`config.mk`:
```
export PLATFORM = sky130hd
export DESIGN_NAME = sram_arbiter
export DESIGN_NICKNAME = d
export VERILOG_FILES = /design/src/rtl/cocofdc_pkg.sv /design/src/rtl/sram_cycle_timer.sv /design/src/rtl/sram_arbiter.sv
export SDC_FILE = /design/constraint.sdc
export NUM_CORES = 1
export LEC_CHECK = 0
export ABC_AREA = 1
export CORE_MARGIN = 2
export CORE_UTILIZATION = 42
export CTS_CLUSTER_SIZE = 24
export DETAILED_ROUTE_END_ITERATION = 7
export GPL_ROUTABILITY_DRIVEN = 0
export PLACE_DENSITY = 0.77
export SETUP_SLACK_MARGIN = 0.02
export SYNTH_ARGS = -nofsm -noshare
export SYNTH_HDL_FRONTEND = slang
export SYNTH_SLANG_ARGS = --single-unit
export TNS_END_PERCENT = 30
```
`constraint.sdc`:
```
create_clock -name clock_50 -period 1.73 [get_ports clock_50]
set_input_delay 0.346 -clock clock_50 [delete_from_list [all_inputs] [get_ports clock_50]]
set_output_delay 0.346 -clock clock_50 [all_outputs]
set_load 0.1 [all_outputs]
```
`src/rtl/cocofdc_pkg.sv`:
```
// Shared definitions for the CoCo FDC CPLD SRAM path: FSM state encoding,
// requester identifiers, SRAM geometry and the grant-selection helper.
package cocofdc_pkg;

  localparam int SRAM_ADDR_W      = 15;
  localparam int SRAM_DATA_W      = 8;
  localparam int SRAM_CYCLE_TICKS = 4;

  typedef enum logic [1:0] {
    ST_IDLE    = 2'd0,
    ST_SETUP   = 2'd1,
    ST_ACCESS  = 2'd2,
    ST_RELEASE = 2'd3
  } arb_state_t;

  typedef enum logic {
    REQ_COCO = 1'b0,
    REQ_SPI  = 1'b1
  } req_id_t;

  // Choose the requester to serve from the IDLE state. A lone request always
  // wins; on a tie, round-robin hands the slot to whoever did not win last,
  // otherwise the SPI engine has priority.
  function automatic req_id_t arb_pick(input logic    coco_req,
                                       input logic    spi_req,
                                       input req_id_t last_grant,
                                       input logic    rr_en);
    if (coco_req && spi_req) begin
      if (rr_en) return (last_grant == REQ_SPI) ? REQ_COCO : REQ_SPI;
      else       return REQ_SPI;
    end else if (spi_req) begin
      return REQ_SPI;
    end else begin
      return REQ_COCO;
    end
  endfunction

endpackage

```
`src/rtl/sram_cycle_timer.sv`:
```
// ACCESS-phase down-counter for the SRAM arbiter. Loaded with CYCLE_TICKS-1
// while the FSM is in SETUP, counts down once per ACCESS tick and raises
// zero on the final ACCESS tick.
module sram_cycle_timer
  import cocofdc_pkg::*;
#(
  parameter int CYCLE_TICKS = SRAM_CYCLE_TICKS
) (
  input  logic clock_50,
  input  logic reset,
  input  logic load,
  input  logic enable,
  output logic zero
);

  logic [3:0] count;

  // Down-counter: load wins over decrement, saturates at zero.
  always_ff @(posedge clock_50) begin
    // NOTE: sequential state uses <= so every register samples pre-edge values.
    if (reset) begin
      count <= '0;
    end else if (load) begin
      count <= 4'(CYCLE_TICKS - 1);
    end else if (enable && (count != '0)) begin
      count <= count - 4'd1;
    end
  end

  assign zero = (count == '0);

endmodule

```
`src/rtl/sram_arbiter.sv`:
```
// Shared 32Kx8 SRAM port arbiter for the CoCo FDC CPLD. Serialises CoCo bus
// and SPI engine accesses through IDLE -> SETUP -> ACCESS -> RELEASE and
// drives registered, glitch-free SRAM strobes.
// Build option: define SRAM_ARB_RR_EN for round-robin arbitration on
// simultaneous requests; otherwise SPI has fixed priority.
module sram_arbiter
  import cocofdc_pkg::*;
#(
  parameter int ADDR_W      = SRAM_ADDR_W,
  parameter int DATA_W      = SRAM_DATA_W,
  parameter int CYCLE_TICKS = SRAM_CYCLE_TICKS
) (
  input  logic              clock_50,
  input  logic              reset,
  input  logic              coco_req,
  input  logic              coco_we,
  input  logic [ADDR_W-1:0] coco_addr,
  input  logic [DATA_W-1:0] coco_wdata,
  output logic              coco_ack,
  output logic [DATA_W-1:0] coco_rdata,
  input  logic              spi_req,
  input  logic              spi_we,
  input  logic [ADDR_W-1:0] spi_addr,
  input  logic [DATA_W-1:0] spi_wdata,
  output logic              spi_ack,
  output logic [DATA_W-1:0] spi_rdata,
  output logic [ADDR_W-1:0] sram_addrbus,
  output logic [DATA_W-1:0] sram_dout,
  input  logic [DATA_W-1:0] sram_din,
  output logic              sram_dq_oe,
  output logic              sram_we_n,
  output logic              sram_oe_n,
  output logic              busy
);

  arb_state_t        state, state_nxt;
  req_id_t           grant, grant_nxt;
  req_id_t           pick;
  logic              cur_we, we_nxt;
  logic [ADDR_W-1:0] addr_nxt;
  logic [DATA_W-1:0] dout_nxt;
  logic              timer_load, timer_en, timer_zero;
  logic              we_n_nxt, oe_n_nxt, dq_oe_nxt;
  logic              coco_ack_nxt, spi_ack_nxt;
  logic              capture;

`ifdef SRAM_ARB_RR_EN
  req_id_t last_grant;

  assign pick = arb_pick(coco_req, spi_req, last_grant, 1'b1);

  // Remember the winner of every grant so the next tie goes the other way.
  always_ff @(posedge clock_50) begin
    if (reset) begin
      last_grant <= REQ_COCO;
    end else if ((state == ST_IDLE) && (coco_req || spi_req)) begin
      last_grant <= pick;
    end
  end
`else
  assign pick = arb_pick(coco_req, spi_req, REQ_COCO, 1'b0);
`endif

  sram_cycle_timer #(
    .CYCLE_TICKS (CYCLE_TICKS)
  ) u_timer (
    .clock_50 (clock_50),
    .reset    (reset),
    .load     (timer_load),
    .enable   (timer_en),
    .zero     (timer_zero)
  );

  // Next-state, grant latch and next-tick strobe decode.
  always_comb begin
    // NOTE: every variable below gets a default first so no path infers a latch.
    state_nxt  = state;
    grant_nxt  = grant;
    we_nxt     = cur_we;
    addr_nxt   = sram_addrbus;
    dout_nxt   = sram_dout;
    timer_load = 1'b0;
    timer_en   = 1'b0;

    case (state)
      ST_IDLE: begin
        if (coco_req || spi_req) begin
          grant_nxt = pick;
          state_nxt = ST_SETUP;
          if (pick == REQ_SPI) begin
            we_nxt   = spi_we;
            addr_nxt = spi_addr;
            dout_nxt = spi_wdata;
          end else begin
            we_nxt   = coco_we;
            addr_nxt = coco_addr;
            dout_nxt = coco_wdata;
          end
        end
      end
      ST_SETUP: begin
        timer_load = 1'b1;
        state_nxt  = ST_ACCESS;
      end
      ST_ACCESS: begin
        timer_en = 1'b1;
        if (timer_zero) state_nxt = ST_RELEASE;
      end
      ST_RELEASE: begin
        state_nxt = ST_IDLE;
      end
      default: begin
        state_nxt = ST_IDLE;
      end
    endcase

    // Strobes are decoded from the upcoming state and registered, so the pins
    // never glitch. Write strobe only in ACCESS; output enable only on reads,
    // so we_n/oe_n and dq_oe/oe_n can never be active together.
    we_n_nxt     = !((state_nxt == ST_ACCESS) && we_nxt);
    oe_n_nxt     = !(((state_nxt == ST_SETUP) || (state_nxt == ST_ACCESS)) && !we_nxt);
    dq_oe_nxt    = we_nxt && (state_nxt != ST_IDLE);
    coco_ack_nxt = (state_nxt == ST_RELEASE) && (grant_nxt == REQ_COCO);
    spi_ack_nxt  = (state_nxt == ST_RELEASE) && (grant_nxt == REQ_SPI);
  end

  // Read data is taken on the last ACCESS tick, while oe_n is still low.
  assign capture = (state == ST_ACCESS) && timer_zero && !cur_we;

  // FSM state register plus registered SRAM pins and acknowledges.
  always_ff @(posedge clock_50) begin
    if (reset) begin
      state        <= ST_IDLE;
      grant        <= REQ_COCO;
      cur_we       <= 1'b0;
      sram_addrbus <= '0;
      sram_dout    <= '0;
      sram_we_n    <= 1'b1;
      sram_oe_n    <= 1'b1;
      sram_dq_oe   <= 1'b0;
      coco_ack     <= 1'b0;
      spi_ack      <= 1'b0;
    end else begin
      state        <= state_nxt;
      grant        <= grant_nxt;
      cur_we       <= we_nxt;
      sram_addrbus <= addr_nxt;
      sram_dout    <= dout_nxt;
      sram_we_n    <= we_n_nxt;
      sram_oe_n    <= oe_n_nxt;
      sram_dq_oe   <= dq_oe_nxt;
      coco_ack     <= coco_ack_nxt;
      spi_ack      <= spi_ack_nxt;
    end
  end

  // Per-requester read data, held until that requester's next read.
  always_ff @(posedge clock_50) begin
    if (reset) begin
      coco_rdata <= '0;
      spi_rdata  <= '0;
    end else if (capture) begin
      if (grant == REQ_SPI) spi_rdata  <= sram_din;
      else                  coco_rdata <= sram_din;
    end
  end

  assign busy = (state != ST_IDLE);

endmodule

```
Word level (Yosys, flattened, before mapping)
Index checks and enable logic that the tools add are counted.
{"block": "word_totals", "in_bits": 60, "n_memories": 0, "regBits": 52, "ramBits": 0, "mem_bits_ro": 0, "output_inout_bits": 45, "latch_bits": 0, "elab_cells": 64}
{"block": "op_classes", "n_addsub": 1, "mul": 0, "shifts": 0, "muxes": 16, "n_div": 0, "eq_ne": 6, "n_reduce_logical": 25, "order_cmp": 0, "bitwise_logic": 2}
{"operator": "15-bit two-way mux", "n": 1}
{"operator": "1-bit logical AND", "n": 9}
{"operator": "1-bit two-way mux", "n": 9}
{"operator": "2-bit == test (second input constant)", "n": 4}
{"operator": "2-bit two-way mux", "n": 4}
{"operator": "8-bit two-way mux", "n": 1}
{"operator": "2-bit one-hot mux with 4 select lines", "n": 1}
{"operator": "2-bit AND reduction", "n": 3}
{"operator": "2-bit nonzero test", "n": 3}
{"operator": "2-bit by 1-bit == test with 1-bit output (second input constant)", "n": 2}
{"operator": "1-bit logical NOT", "n": 4}
{"operator": "4-bit logical NOT", "n": 1}
{"operator": "4-bit nonzero test", "n": 1}
{"operator": "4-bit by 1-bit subtractor with 4-bit output (second input constant)", "n": 1}
{"operator": "2-bit logical NOT", "n": 1}
{"operator": "1-bit logical OR", "n": 2}
{"operator": "1-bit NOT", "n": 2}
{"operator": "2-bit OR reduction", "n": 1}

Depth between registers and ports, before layout
Gate-level depths: netlist of the first run.
{"block": "logic_depth", "word_depth": 8, "depth_mapped": 10, "depth_no_buf": 9}

By module
Synthesis of the first run repeated with hierarchy kept, for this count alone.
{"block": "unflattened", "hier_cells": 341, "hier_area_um2": 2359.8}
{"mod": "sram_arbiter", "area_per_inst_um2": 2108.3, "n_inst": 1, "seq_area_each_um2": 960.9, "cells_each": 303}
{"mod": "sram_cycle_timer", "area_per_inst_um2": 251.5, "n_inst": 1, "seq_area_each_um2": 80.1, "cells_each": 38}

Worst setup path before layout of the first run
No wires, ideal clock.
{"block": "synth_timing", "kind": "register to register", "startpoint": "register state[0]", "endpoint": "register sram_addrbus[3]", "n_path_buf": 1, "setup_time_ps": 134, "synth_period_minus_slack_ps": 1546, "arrival_ps": 1413, "required_time_ps": 1596, "path_stages_with_launch": 8, "path_slack_ps": 184, "cell_sequence": "dfxtp_1 inv_1 ha_1 inv_2 nor2_4 buf_2 nand2_1 a21oi_1"}
{"block": "synth_via", "elab_chain_len": 2}
{"item": "start: declaration", "line": "sram_arbiter.sv:36", "source": "arb_state_t state, state_nxt;"}
{"item": "start signal: assignment", "line": "sram_arbiter.sv:144", "source": "state <= state_nxt;"}
{"item": "2-bit logical NOT", "line": "sram_arbiter.sv:85", "source": "case (state)"}
{"item": "2-bit AND reduction (no line)"}
{"item": "end signal: assignment", "line": "sram_arbiter.sv:147", "source": "sram_addrbus <= addr_nxt;"}
{"item": "end: declaration", "line": "sram_arbiter.sv:27", "source": "output logic [ADDR_W-1:0] sram_addrbus,"}
Every way passes these cells.
A chain may end at the register's enable or synchronous reset.

Worst setup path in the final report of the first run
{"block": "layout_timing", "startpoint": "register state[0]", "endpoint": "output port busy"}
{"block": "layout_via", "elab_chain_len": 1}
{"item": "2-bit nonzero test", "line": "sram_arbiter.sv:168", "source": "assign busy = (state != ST_IDLE);"}
{"item": "end: declaration", "line": "sram_arbiter.sv:33", "source": "output logic busy"}
Every way passes these cells.

==> impl_metrics.yaml, run 1 <==
run_status:
  outcome: "completed"
power:
  power_density_nw_per_um2: 1240
  peakVddDrop_mv: 0.532
  p_leak_nw: 1.92
  total_power_mw: 5.14
worst_setup_path:
  rr_endpoint: "sram_oe_n"
  critPathTopFamily: "buffers and inverters"
  crit_fanout: 5
  cpPeakStageDelay_ps: 340
  cp_slowest_cell: "dfxtp_1"
  ff2ff_setup_slack_ps: 200
  crit_chain: "inv_1, ha_2, inv_2, buf_12"
  required_ps: 1380
  path_class: "reg2out"
  worstSetupEndpointType: "output port"
  cp_data_arrival_time_ps: 1260
  r2r_start: "u_timer.count[0]"
  path_buf_inv: 3
  reg2reg_depth: 8
  worstSetupStartpointType: "flip-flop"
final_layout:
  nets: 545
  finalCoreUtilization_pct: 73.9
  layout-drive-gt1-share_pct: 17.7
  diodes: 0
  multi_input_area_um2: 1200
  regArea_um2: 1040
  n_fill_cell: 439
  finish.instance_area_um2: 4150
  area_growth_pct: 67.7
clock_tree:
  root_buffer: "clkbuf_8"
  clock_latency_ps: 310
  clkSinkCount: 52
  clkTransAtPathRegs_ps: 90
  cts_made_buffers: 5
  cts_tree: "yes"
  cts_post_setup_buffers_inserted: 0
  clk_path_buf_depth: 2
  cts_hold_buf: 0
  htreeDepth: 2
floorplan:
  ios: 105
  placementRows: 27
  die_area_um2: 6520
  fp.dieW_um: 80.7
  die-height_um: 80.7
  coreArea_um2: 5610
  start_util_pct: 44.1
global_route:
  grt_max_degree: 24
  antenna_found_initial: 0
  grt_pass1_vias: 2584
  overflow: 0
  grt_usage_pct: 22.0
  grt_pass1_wl_um: 11100
timing:
  setup_viol: 0
  max-slew-margin-rel_pct: 74.7
  period_needed_ps: 1610
  fin_tns_setup_ps: 0
  rsz0062_at_grt: "no"
  max_freq_ghz: 0.621
  finalMaxSlewViolations: 0
  fin_skew_ps: 8.14
  hold_viol_final: 0
  worst_pin_slew_ps: 378
  finalCritPeriodShare_pct: 93.0
synth:
  yosysTopAreaCellShare_pct: 42.1
  synthCells: 372
  synth_seq_area_share_pct: 42.1
  syn_area_per_cell_um2: 6.65
  ys_types: 21
  synth_warnings: 0
  syn_area_um2: 2470
  synth-seq-cells: 52
  synthTopCellsByArea: "dfxtp_1 42%, nand2_1 25%, nor2_1 7.4%, a21oi_1 5.1%, inv_1 4.6%"
  synth_top_cell_by_area: "dfxtp_1"
  syn_nets: 438
drt:
  drt-total-wl_um: 6470
  drt_iter0_drc: 120
  drc: 0
  vias: 2553
  vias_per_cell: 4.63
  routedWlPerCell_um: 11.7
  antenna_left: 0
  dr.pass1.iters: 4
flow_run:
  maxCapViolCount: 0
min_path:
  hold_depth: 2
  hold_end: "sram_dout[5]"
  hold_class: "reg2reg"
  min-delay-start: "sram_dout[5]"
placed_design:
  dp_hpwl_um: 5240
  port_buffers: 104
  placed_area_um2: 4050
==> cell families after synthesis <==
| family | synth area share, % |
|---|---|
| AOI/OAI and AO/OA | 6.28 |
| adders and majority gates | 3.04 |
| buffers and inverters | 9.62 |
| DFF | 42.1 |
| and+or+nand+nor | 39.0 |
==> metal layers <==
| layer | up-vias | global-route usage (%) | routed length (um) |
|---|---|---|---|
| li1 | 1327 | - | - |
| met4 | 0 | 7.80 | 104 |
| met5 | - | 0 | 0 |
| met3 | 10 | 7.53 | 408 |
| met2 | 66 | 40.4 | 3510 |
| met1 | 1150 | 23.2 | 2450 |
==> cell usage after synthesis <==
library cell	count
a21boi_1	1
a21oi_1	25
a31oi_1	1
buf_2	7
buf_4	3
buf_6	3
clkbuf_1	3
dfxtp_1	52
ha_1	6
inv_1	30
inv_2	6
nand2_1	165
nand2_2	5
nand3_1	5
nand3_2	1
nand3_4	2
nand4_1	2
nor2_1	49
nor2_2	2
nor2_4	3
o21ai_4	1
==> cell type report <==
| cell class | instances | area share [%] |
|---|---|---|
| Timing Repair Buffer | 116 | 38.5 |
| Multi-Input combinational cell | 268 | 28.9 |
| Sequential cell | 52 | 25.1 |
| Inverter | 36 | 3.26 |
| Tap cell | 72 | 2.17 |
| Clock buffer | 6 | 1.75 |
| Clock inverter | 2 | 0.392 |
==> worst max path at each step <==
stage,from,to,cells after the start
5_1_grt,u_timer.count[0],spi_ack,9
2_1_floorplan,state[0],sram_addrbus[3],7
3_5_place_dp,spi_req,sram_addrbus[12],6
6_report,state[0],busy,4
3_3_place_gp,spi_req,sram_addrbus[4],6
4_1_cts,state[0],busy,4
==> where the power goes <==
| part | internal (mW) | switching, mW | leakage [nW] |
|---|---|---|---|
| logic | 1.05 | 1.84 | 1.45 |
| registers | 1.38 | 0.176 | 0.425 |
| clock network | 0.289 | 0.408 | 0.0414 |
==> repair_timing <==
item	CTS	global route
hold endpoints to repair	0	0
gates resized for setup	0	1
setup endpoints to repair	0	1
==> tightest hold or removal path: cells and delay by family, from the launching register on <==
| kind | cells | cell delay [ps] |
|---|---|---|
| flops | 1 | 340 |
| compound gates | 1 | 50 |
| simple gates | 1 | 70 |
==> layout by cell type (no fill, tap or decap) <==
cell	n
nor2_4	3
buf_4	11
ha_2	1
dfxtp_1	52
nand3_2	1
nand2_2	5
inv_2	6
inv_1	30
o21ai_4	1
nand2_1	165
a21boi_1	1
clkbuf_8	5
clkdlybuf4s50_1	59
nor2_2	2
buf_12	46
clkinvlp_4	1
clkinv_4	1
nand4_1	2
nand3_1	5
nand3_4	2
a31oi_1	1
a21oi_1	25
ha_1	5
nor2_1	49
clkbuf_1	1
==> state kept, by name, summed over array words and instances, names as in the netlist <==
| name | cells |
|---|---|
| coco_rdata | 8 |
| cur_we | 1 |
| grant | 1 |
| spi_rdata | 8 |
| sram_addrbus | 15 |
| spi_ack | 1 |
| sram_we_n | 1 |
| u_timer.count | 4 |
| sram_dq_oe | 1 |
| sram_dout | 8 |
| coco_ack | 1 |
| sram_oe_n | 1 |
| state | 2 |
==> through the flow <==
| step | setup WS, ps | std cells | hold slack (ps) |
|---|---|---|---|
| final | 120 | 552 | 502 |
| after global routing | 26.7 | 552 | 524 |
| after detailed placement | 0.941 | 544 | 491 |
| after floorplan | 184 | 372 | 429 |
| after global placement | 52.9 | 544 | 488 |
| after CTS | 47.7 | 552 | 505 |
Note: power is estimated with default switching activity, not from simulation.
==> run 2: changes to the inputs <==
--- a/config.mk
+++ b/config.mk
@@ -7,11 +7,11 @@
 export LEC_CHECK = 0
 export ABC_AREA = 1
 export CORE_MARGIN = 2
-export CORE_UTILIZATION = 42
+export CORE_UTILIZATION = 46
 export CTS_CLUSTER_SIZE = 24
 export DETAILED_ROUTE_END_ITERATION = 7
 export GPL_ROUTABILITY_DRIVEN = 0
-export PLACE_DENSITY = 0.77
+export PLACE_DENSITY = 0.84
 export SETUP_SLACK_MARGIN = 0.02
 export SYNTH_ARGS = -nofsm -noshare
 export SYNTH_HDL_FRONTEND = slang
==> constraint.sdc (replaced) <==
create_clock -name clock_50 -period 1.93 [get_ports clock_50]
set_input_delay 0.386 -clock clock_50 [delete_from_list [all_inputs] [get_ports clock_50]]
set_output_delay 0.386 -clock clock_50 [all_outputs]
set_load 0.1 [all_outputs]
==> impl_metrics.yaml, run 2 (same netlist as run 1, synthesis figures left out) <==
timing:
  fin_skew_ps: 8.07
  hold_viol_final: 0
  finalMaxSlewViolations: 0
  max-slew-margin-rel_pct: 66.0
  worst_pin_slew_ps: 508
  period_needed_ps: 1730
  setup_viol: 0
  setup_ws_ps: 203
  fin_tns_setup_ps: 0
  max_freq_ghz: 0.579
  finalCritPeriodShare_pct: 89.5
  rsz0062_at_grt: "no"
worst_setup_path:
  path_class: "reg2out"
  ff2ff_setup_slack_ps: 340
  path_buf_inv: 3
  worstSetupStartpointType: "flip-flop"
  cp_data_arrival_time_ps: 1340
  required_ps: 1540
  rr_endpoint: "spi_rdata[3]"
  worstSetupEndpointType: "output port"
  r2r_start: "state[0]"
  reg2reg_depth: 7
  cpPeakStageDelay_ps: 350
  crit_chain: "inv_1, ha_1, inv_2, buf_12"
  critPathTopFamily: "buffers and inverters"
  cp_slowest_cell: "dfxtp_1"
  crit_fanout: 5
clock_tree:
  clkTransAtPathRegs_ps: 100
  cts_post_setup_buffers_inserted: 0
  cts_hold_buf: 0
  cts_made_buffers: 5
  root_buffer: "clkbuf_8"
  clock_latency_ps: 300
  htreeDepth: 2
  clk_path_buf_depth: 2
  clkSinkCount: 52
  cts_tree: "yes"
  cts_resized: 0
min_path:
  hold_class: "reg2reg"
  hold_depth: 2
  min-delay-start: "sram_dout[0]"
  hold_end: "sram_dout[0]"
drt:
  vias_per_cell: 4.56
  drt_iter0_drc: 68
  drc: 0
  routedWlPerCell_um: 10.9
  drt-total-wl_um: 5960
  antenna_left: 0
  vias: 2501
  dr.pass1.iters: 4
placed_design:
  dp_cells: 540
  dp_hpwl_um: 4700
  port_buffers: 104
  place_ws_ps: 68.7
final_layout:
  diodes: 0
  layout_commonest_cell: "nand2_1"
  layout-drive-gt1-share_pct: 17.4
  instances_no_fill: 548
  finalCoreUtilization_pct: 70.2
  largest_reg_flops: 15
  nets: 543
  final_cell_mix: "165 x nand2_1, 59 x clkdlybuf4s50_1, 53 x buf_4"
  area_growth_pct: 45.9
  top_register: "sram_addrbus"
power:
  p_comb_share_pct: 51.4
  p_leak_nw: 1.79
  power_density_nw_per_um2: 1210
  switching_share_pct: 47.8
  power_frac_clock_pct: 18.0
  peakVddDrop_mv: 0.717
  p_int_mw: 2.27
  seqPwrFrac_pct: 30.5
  p_switching_mw: 2.08
global_route:
  antenna_found_initial: 0
  grt_pass1_wl_um: 10500
  grt_usage_pct: 21.4
  grt_max_degree: 29
  grt_pass1_vias: 2548
  overflow: 0
floorplan:
  die_area_um2: 5980
  placementRows: 26
  die-height_um: 77.3
  coreArea_um2: 5140
  start_util_pct: 48.1
  fp.dieW_um: 77.3
  ios: 105
run_status:
  outcome: "completed"
flow_run:
  maxCapViolCount: 0
-- run 2: layout make-up --
| cell class | count | area (um2) |
|---|---|---|
| Multi-Input combinational cell | 268 | 1190 |
| Fill cell | 441 | 1530 |
| Inverter | 36 | 135 |
| Tap cell | 70 | 87.6 |
| Clock buffer | 6 | 82.6 |
| Sequential cell | 52 | 1040 |
| Clock inverter | 2 | 38.8 |
| Timing Repair Buffer | 114 | 1030 |
-- run 2: through the flow --
step	hold slack, ps	power, mW	area (um2)
global route	494	4.57	3610
floorplan	469	3.05	2470
CTS	471	4.37	3610
finish	469	4.35	3610
global placement	452	3.56	3490
detailed placement	458	3.60	3490
-- run 2: worst max-delay path by stage --
stage | end | start | cells past startpoint
after floorplan | sram_addrbus[3] | state[0] | 7
after global placement | sram_oe_n | spi_req | 8
after detailed placement | sram_oe_n | spi_req | 8
after CTS | busy | state[0] | 4
after global routing | spi_rdata[4] | state[0] | 8
final | busy | state[0] | 4
-- run 2: layer usage --
metal	share of wire (%)	track usage [%]	wire length [um]	vias up
met5	0	0	0	-
met1	40	22.1	2360	1094
met2	53	41.0	3140	69
li1	-	-	-	1329
met3	6.4	5.88	381	9
met4	1.3	7.32	80	0
-- run 2: power groups by stage --
stage,Combinational (mW),Clock [mW],Sequential (mW)
2_1_floorplan,0.772,0,2.28
5_1_grt,2.39,0.833,1.35
6_report,2.24,0.785,1.33
4_1_cts,2.25,0.788,1.33
3_3_place_gp,2.21,0,1.35
3_5_place_dp,2.25,0,1.35
-- run 2: worst register-to-register path, cell delays in order, from the launching register on --
cell and delay, ps:
dfxtp_1 330, inv_1 140, ha_1 360, inv_2 90, nor2_4 150, nand3_4 200
nor2_1 170, nor2_1 60
==> run 3: changes to the inputs <==
--- a/config.mk
+++ b/config.mk
@@ -11,6 +11,7 @@
 export CTS_CLUSTER_SIZE = 24
 export DETAILED_ROUTE_END_ITERATION = 7
 export GPL_ROUTABILITY_DRIVEN = 0
+export GPL_TIMING_DRIVEN = 0
 export PLACE_DENSITY = 0.84
 export SETUP_SLACK_MARGIN = 0.02
 export SYNTH_ARGS = -nofsm -noshare
==> impl_metrics.yaml, run 3 (same netlist as run 1, synthesis figures left out) <==
power:
  switching_share_pct: 49.0
  power_density_nw_per_um2: 1200
  p_leak_nw: 1.76
  p_switching_mw: 2.10
  power_frac_clock_pct: 18.6
  total_power_mw: 4.29
  p_int_mw: 2.19
  seqPwrFrac_pct: 30.8
  peakVddDrop_mv: 0.614
  p_comb_share_pct: 50.6
timing:
  worst_pin_slew_ps: 985
  setup_viol: 0
  finalMaxSlewViolations: 0
  hold_viol_final: 0
  rsz0062_at_grt: "yes"
  fin_skew_ps: 10.3
  fin_tns_setup_ps: 0
  period_needed_ps: 1880
  max_freq_ghz: 0.532
  finalCritPeriodShare_pct: 97.4
  max-slew-margin-rel_pct: 34.6
worst_setup_path:
  required_ps: 1540
  path_buf_inv: 1
  reg2reg_depth: 7
  path_class: "reg2out"
  cp_data_arrival_time_ps: 1490
  crit_chain: "clkdlybuf4s15_1"
  critPathTopFamily: "buffers and inverters"
  crit_fanout: 2
  crit_cells: 1
  cpPeakStageDelay_ps: 840
  cp_slowest_cell: "clkdlybuf4s15_1"
  worstSetupStartpointType: "flip-flop"
  worstSetupEndpointType: "output port"
drt:
  antenna_left: 0
  vias_per_cell: 4.69
  dr.pass1.iters: 4
  drt-total-wl_um: 6440
  vias: 2591
  routedWlPerCell_um: 11.7
  drc: 0
  drt_iter0_drc: 101
floorplan:
  die_area_um2: 5980
  placementRows: 26
  ios: 105
  start_util_pct: 48.1
  die-height_um: 77.3
  coreArea_um2: 5140
  fp.dieW_um: 77.3
min_path:
  hold_depth: 2
  hold_class: "reg2reg"
clock_tree:
  cts_made_buffers: 5
  clkTransAtPathRegs_ps: 90
  clkSinkCount: 52
  cts_tree: "yes"
  clk_path_buf_depth: 2
  htreeDepth: 2
  clock_latency_ps: 310
  cts_hold_buf: 0
  root_buffer: "clkbuf_8"
final_layout:
  largest_reg_flops: 15
  regArea_um2: 1040
  finish.instance_area_um2: 3580
  final_cell_mix: "165 x nand2_1, 58 x clkdlybuf4s50_1, 52 x dfxtp_1"
  layout-drive-gt1-share_pct: 14.1
  multi_input_area_um2: 1190
  diodes: 0
  top_register: "sram_addrbus"
  instances_no_fill: 553
  nets: 548
  layout_commonest_cell: "nand2_1"
  n_fill_cell: 470
  area_growth_pct: 44.9
global_route:
  grt_pass1_vias: 2624
  grt_usage_pct: 23.1
  overflow: 0
  grt_pass1_wl_um: 11100
  antenna_found_initial: 0
  grt_max_degree: 17
run_status:
  outcome: "completed"
placed_design:
  port_buffers: 103
  dp_hpwl_um: 5070
  dp_cells: 545
  placed_area_um2: 3590
flow_run:
  maxCapViolCount: 0
[run 3: per-stage QoR]
step,hold WS [ps],util [%],worst slack [ps]
2_1_floorplan,469,-,384
3_5_place_dp,454,69.9,-401
4_1_cts,465,71.7,20.1
6_report,467,69.7,51.0
5_1_grt,495,69.7,18.6
3_3_place_gp,451,69.9,-387
[run 3: per-layer routing]
metal	track usage [%]	part of all wire, %	wire length [um]
met1	22.9	38	2440
met2	43.7	54	3460
met3	8.24	7.1	455
met4	8.57	1.3	85
met5	0	0	0
[run 3: power by group through the flow]
stage | combinational (mW) | clock (mW) | sequential, mW
after detailed placement | 2.27 | 0 | 1.35
after global routing | 2.33 | 0.838 | 1.34
after global placement | 2.23 | 0 | 1.34
after floorplan | 0.772 | 0 | 2.28
after CTS | 2.20 | 0.806 | 1.32
final | 2.17 | 0.798 | 1.32
[run 3: layout make-up]
| type | instances | share of cell area [%] |
|---|---|---|
| Buffer | 16 | 2.86 |
| Clock buffer | 6 | 2.30 |
| Clock inverter | 2 | 1.08 |
| Inverter | 36 | 3.77 |
| Multi-Input combinational cell | 268 | 33.3 |
| Sequential cell | 52 | 29.1 |
| Tap cell | 70 | 2.44 |
| Timing Repair Buffer | 103 | 25.2 |
[run 3: worst reg2reg max path: cells and delay by family (launching register included)]
family / cells / cell delay [ps]
buf+inv: 3 / 450
flops: 1 / 330
fa+ha+maj: 1 / 270
simple gates: 2 / 250
compound gates: 1 / 170
[run 3: timing repair]
item,CTS,global route
buffers inserted,0,0
endpoints found under the hold margin,0,0
setup endpoints to repair,45,35
gates resized for setup,74,44
[run 3: worst paths after layout]
| path | slack (ps) | start | to |
|---|---|---|---|
| max | 50 | sram_addrbus[13] | sram_addrbus[13] |
| min | 470 | sram_addrbus[8] | sram_addrbus[8] |
| max reg2reg | 370 | state[0] | sram_dout[5] |
| min reg2reg | 470 | sram_addrbus[8] | sram_addrbus[8] |
